### src/rtl/fault_test_sequencer.sv
// rtl/fault_test_sequencer.sv - exhaustive good/faulty UUT sweep controller
module fault_test_sequencer #(
  parameter int NIN    = 4,
  parameter int SETTLE = 1
) (
  input  logic           clk,
  input  logic           rst_n,
  input  logic           start,
  input  logic           stop_on_first,
  output logic [NIN-1:0] vec_out,
  input  logic           y_good,
  input  logic           y_fault,
  output logic           busy,
  output logic           done,
  output logic           detected,
  output logic [NIN-1:0] first_vec,
  output logic [NIN:0]   det_count
);

  typedef enum logic [1:0] {
    IDLE    = 2'd0,
    APPLY   = 2'd1,
    COMPARE = 2'd2,
    DONE    = 2'd3
  } state_t;

  localparam logic [3:0]     SETTLE_LOAD = 4'(SETTLE - 1);
  localparam logic [NIN-1:0] VEC_LAST    = '1;
  localparam logic [NIN-1:0] VEC_ONE     = NIN'(1);
  localparam logic [NIN:0]   CNT_ONE     = (NIN + 1)'(1);

  state_t     state;
  state_t     state_nxt;
  logic [3:0] settle_cnt;
  logic       stop_lat;
  logic       mismatch;
  logic       sweep_end;

  // UUT outputs only matter in COMPARE; the sweep ends at all-ones or on an early stop
  assign mismatch  = y_good ^ y_fault;
  assign sweep_end = (vec_out == VEC_LAST) || (mismatch && stop_lat);

  // State register
  always_ff @(posedge clk) begin
    if (!rst_n) begin
      state <= IDLE;
    end else begin
      state <= state_nxt;
    end
  end

  // Next-state logic
  always_comb begin
    state_nxt = state;
    case (state)
      IDLE:    if (start) state_nxt = APPLY;
      APPLY:   if (settle_cnt == 4'd0) state_nxt = COMPARE;
      COMPARE: state_nxt = sweep_end ? DONE : APPLY;
      DONE:    state_nxt = IDLE;
      default: state_nxt = IDLE;
    endcase
  end

  // Status outputs decoded purely from the state flops, so no input reaches them
  always_comb begin
    busy = 1'b0;
    done = 1'b0;
    case (state)
      IDLE:    busy = 1'b0;
      APPLY:   busy = 1'b1;
      COMPARE: busy = 1'b1;
      DONE: begin
        busy = 1'b1;
        done = 1'b1;
      end
      default: busy = 1'b0;
    endcase
  end

  // Vector stepping, settle timing and result accumulation
  always_ff @(posedge clk) begin
    if (!rst_n) begin
      vec_out    <= '0;
      settle_cnt <= 4'd0;
      stop_lat   <= 1'b0;
      detected   <= 1'b0;
      first_vec  <= '0;
      det_count  <= '0;
    end else begin
      case (state)
        IDLE: begin
          if (start) begin
            vec_out    <= '0;
            det_count  <= '0;
            detected   <= 1'b0;
            first_vec  <= '0;
            stop_lat   <= stop_on_first;
            settle_cnt <= SETTLE_LOAD;
          end
        end
        APPLY: begin
          if (settle_cnt != 4'd0) settle_cnt <= settle_cnt - 4'd1;
        end
        COMPARE: begin
          if (mismatch) begin
            det_count <= det_count + CNT_ONE;
            if (!detected) begin
              detected  <= 1'b1;
              first_vec <= vec_out;
            end
          end
          if (!sweep_end) begin
            vec_out    <= vec_out + VEC_ONE;
            settle_cnt <= SETTLE_LOAD;
          end
        end
        default: begin
        end
      endcase
    end
  end

endmodule

### config.mk
export PLATFORM = sky130hd
export DESIGN_NAME = fault_test_sequencer
export DESIGN_NICKNAME = d
export VERILOG_FILES = /design/src/rtl/fault_test_sequencer.sv
export SDC_FILE = /design/constraint.sdc
export NUM_CORES = 1
export LEC_CHECK = 0
export BUFFER_PORTS_ARGS = -buffer_cell sky130_fd_sc_hd__buf_2
export CAP_MARGIN = 10
export CORE_MARGIN = 10
export CORE_UTILIZATION = 52
export CTS_CLUSTER_DIAMETER = 80
export DETAILED_ROUTE_END_ITERATION = 10
export PLACE_DENSITY = 0.74
export SLEW_MARGIN = 20
export SYNTH_ARGS = -nofsm -noshare
export SYNTH_HDL_FRONTEND = slang
export SYNTH_SLANG_ARGS = --single-unit
### constraint.sdc
create_clock -name clk -period 1.9 [get_ports clk]
set_input_delay 0.095 -clock clk [delete_from_list [all_inputs] [get_ports clk]]
set_output_delay 0.095 -clock clk [all_outputs]
set_load 0.005 [all_outputs]
## Word-level counts from Yosys, hierarchy flattened

Index checks and enable logic that the tools add are counted.

- Register bits after elaboration: 21

- Add/sub/neg operators: 3
- Eq/ne operators: 10
- Multiplexer cells: 21
- Bitwise gates (word level): 1
- Reduce and logical (&&, ||, !) cells: 14

Operators by type and width:

| operator | number |
|---|---|
| two-way mux 4 bit | 6 |
| case mux 4 bit (2 select lines) | 2 |
| != test 2 bit, second input constant | 6 |
| case mux 4 bit (3 select lines) | 1 |
| two-way mux 5 bit | 2 |
| case mux 5 bit (2 select lines) | 1 |
| case mux 2 bit (4 select lines) | 1 |
| AND reduction 4 bit | 2 |
| two-way mux 2 bit | 3 |
| AND reduction 3 bit | 2 |
| adder 5 x 1 -> 5 bit, second input constant | 1 |
| adder 4 x 1 -> 4 bit, second input constant | 1 |
| equality test 2 bit, second input constant | 2 |
| equality test 4 bit, second input constant | 1 |
| zero test 4 bit | 1 |
| case mux 1 bit (2 select lines) | 2 |
| AND reduction 2 bit | 2 |
| nonzero test 4 bit | 1 |
| subtractor 4 x 1 -> 4 bit, second input constant | 1 |
| two-way mux 1 bit | 3 |
| nonzero test 3 bit | 1 |
| OR reduction 3 bit | 1 |
| equality test 2 x 1 -> 1 bit, second input constant | 1 |
| zero test 2 bit | 1 |
| other kinds (4) | 4 |

## Longest topological paths before layout

- Word-level depth: 5
- Depth in mapped cells: 6
- Mapped depth without buffers: 6

## Least setup slack after synthesis

No wires, ideal clock.

- Path type: flip-flop to flip-flop
- Start: register state[1]
- End: register vec_out[1]
- Setup time: 0.070 ns
- Arrival: 1.477 ns
- Setup slack: 0.353 ns
- Cell stages (with the launch flop): 7
- Path buffers: 2
- Period minus slack after synthesis: 1.547 ns
- Cells stage by stage: dfxtp_1 > buf_6 > and3b_1 > and2_4 > buf_6 > or4_1 > a21oi_1

- Cells in the longest elaborated chain, start to end: 3
- Elaborated cells between the ends (all ways): 7
- Those cells by class: eq/ne: 3; mux: 1; reduce/logical: 3

RTL lines:

| element | RTL line | text |
|---|---|---|
| start: declaration | 32 | `state_t state;` |
| start signal: assignment | 48 | `state <= state_nxt;` |
| equality test 2 bit / zero test 2 bit (equally long branches) | 90 | `case (state)` |
| != test 2 bit (no source line) / nonzero test 2 bit (equally long branches) | - |  |
| AND reduction 3 bit (no source line) | - |  |
| end signal: assignment | 113 | `vec_out <= vec_out + VEC_ONE;` |
| end: declaration | 10 | `output logic [NIN-1:0] vec_out,` |

Several ways; a longest one is shown, not always the timed one.
A chain may end at the register's enable or synchronous reset.

## Worst setup path after layout

- Start: register state[0]
- End: register vec_out[1]

The elaborated chain is that of the path after synthesis.

==> out/metrics.yaml <==
final_area_sq_mm: 0.00119
min_period_ns: 1.66
critPathMaxFanout: 8
end_kind: "flip-flop"
synth-async-reset-ratio_pct: 0
die_width_um: 65.3
row_count: 16
netlist_top_cells_area: "dfxtp_1, nor2_1, a21oi_1"
cts.sinks: 21
grt_pass1_vias: 990
core_area_sq_mm: 0.00196
pin_count: 22
tritoncts: "built"
htreeDepth: 1
finClkSkew_ns: 0.00880
syn-mean-instance-area_sq_um: 8.35
ys_types: 39
outcome: "finished clean"
syn-cell-area_sq_mm: 0.00107
wl_um: 2480
n_fill_cell: 194
synth_top_area_share_pct: 39.3
numPortBuffers: 21
hold_class: "input pin to flip-flop"
ys.flop_type: "dfxtp_1"
synth_cells: 128
viasPerCell: 5.81
slew_violations: 0
vias: 1016
power_w: 0.000783
grt_first_pass_wirelength_um: 4330
drtIter0Drc: 38
drc: 0
die_area_sq_mm: 0.00427
path_clk_slew_ns: 0.12
slew_headroom_pct: 59.6
firstDrtPassIters: 4
ys_ff_latch: 21
grt_max_degree: 16
holdBufCountCts: 0
antenna_found_initial: 0
final_antenna_net_count: 0
diodes: 0
grt_setup_unrepaired: "no"
cts_setup_buffers: 0
placed_cell_area_sq_mm: 0.00116
power.leakage_nw: 0.496
cp.arrival_ns: 1.91
seq_area_frac_synth_pct: 39.3
mostFrequentLayoutCells: "dfxtp_1, buf_2, nor2_1"
startpoint_type: "flip-flop"
layout.cells.non_filler: 175
fmaxAchievable_ghz: 0.602
ir_drop_mv: 0.319
worstMarginPinSlew_ns: 0.601
gp_congestion: 0.783
synth_fp_nets: 138
cts_root_buffer: "clkbuf_4"
track_usage_pct: 12.2
finalCritPeriodShare_pct: 87.5
drive_gt1_share_pct: 19.6
grt_overflow_total: 0
numPlacedInstances: 171
start_util_pct: 54.5
cts_resized: 0
area_growth_pct: 11.6
synth_top_area_cell: "dfxtp_1"
cap_violations: 0
worst-setup-path-type: "flip-flop to flip-flop"
synth_warnings: 0
setup_viol: 0
routedWlPerCell_um: 14.2
synth-edff-count: 0
tns_ns: 0
clk_latency_ns: 0.31
fp.dieH_um: 65.3
pwr_density_cell_mw_per_mm2: 657
hold_violations: 0
fin_nets: 159
numCtsBuffers: 3
required_ns: 2.15
clockBufferDepth: 2
dp_hpwl_um: 1880
flip-flops by register name, indices dropped and copies added (netlist names):
register and cells:
first_vec 4, det_count 5, state 2, settle_cnt 4, detected 1, stop_lat 1
vec_out 4
per-layer routing:
layer | share of wire, % | vias up | GRT usage (%)
li1 | - | 515 | -
met1 | 44 | 469 | 13.5
met2 | 48 | 27 | 21.0
met3 | 7.0 | 5 | 3.73
met4 | 1.7 | 0 | 5.08
met5 | 0 | - | 0
metrics by stage:
step	setup slack (ns)	hold slack, ns	util (%)
global placement	0.293	0.353	59.4
global route	0.0740	0.0669	60.8
detailed placement	0.264	0.383	59.4
CTS	0.242	0.0516	60.8
floorplan	0.353	0.242	-
finish	0.238	0.0504	60.8
layout make-up:
class | count | area (sq um) | area share (%)
Clock buffer | 3 | 22.5 | 1.89
Inverter | 4 | 15.0 | 1.26
Timing Repair Buffer | 21 | 105 | 8.81
Tap cell | 27 | 33.8 | 2.83
Clock inverter | 1 | 5.00 | 0.420
Multi-Input combinational cell | 98 | 591 | 49.5
Sequential cell | 21 | 420 | 35.3
cell usage after synthesis (2+ instances only):
| cell type | number |
|---|---|
| a21oi_1 | 11 |
| a22oi_1 | 4 |
| buf_6 | 2 |
| dfxtp_1 | 21 |
| ha_1 | 4 |
| inv_1 | 4 |
| nand2_1 | 11 |
| nand2b_1 | 2 |
| nand3_1 | 7 |
| nand3b_1 | 2 |
| nand4b_1 | 3 |
| nor2_1 | 17 |
| nor3_1 | 5 |
| nor4_1 | 3 |
| o21ai_0 | 5 |
| o311ai_0 | 2 |
| o31ai_1 | 3 |
report_power, final:
| part | internal, W | switching, W | total (W) |
|---|---|---|---|
| Clock | 0.0000787 | 0.000139 | 0.000218 |
| Sequential | 0.000449 | 0.0000113 | 0.000461 |
| Combinational | 0.0000387 | 0.0000658 | 0.000105 |
| Total | 0.000567 | 0.000216 | 0.000783 |
critical path, stage by stage, from the launching register on:
cell and delay, ns:
dfxtp_1 0.44, nand2b_1 0.32, nor2_1 0.20, or4_1 0.50, a21oi_1 0.15
kinds of logic after synthesis:
group                    share of synthesized area (%)
XOR/XNOR                                          1.64
AND/OR/NAND/NOR                                   28.0
adder cells (fa/ha/maj)                           4.68
buffers and inverters                             5.39
flip-flops                                        39.3
AO/OA/AOI/OAI                                     21.0
path summary, 6_finish.rpt:
| check | from | to | slack [ns] | depth (start not counted) |
|---|---|---|---|---|
| setup / recovery | state[0] | vec_out[1] | 0.24 | 4 |
| hold / removal | stop_on_first | stop_lat | 0.05 | 3 |
| setup reg to reg | state[0] | vec_out[1] | 0.24 | 4 |
| hold reg to reg | det_count[4] | det_count[4] | 0.46 | 1 |
(Power assumes the default switching activity.)
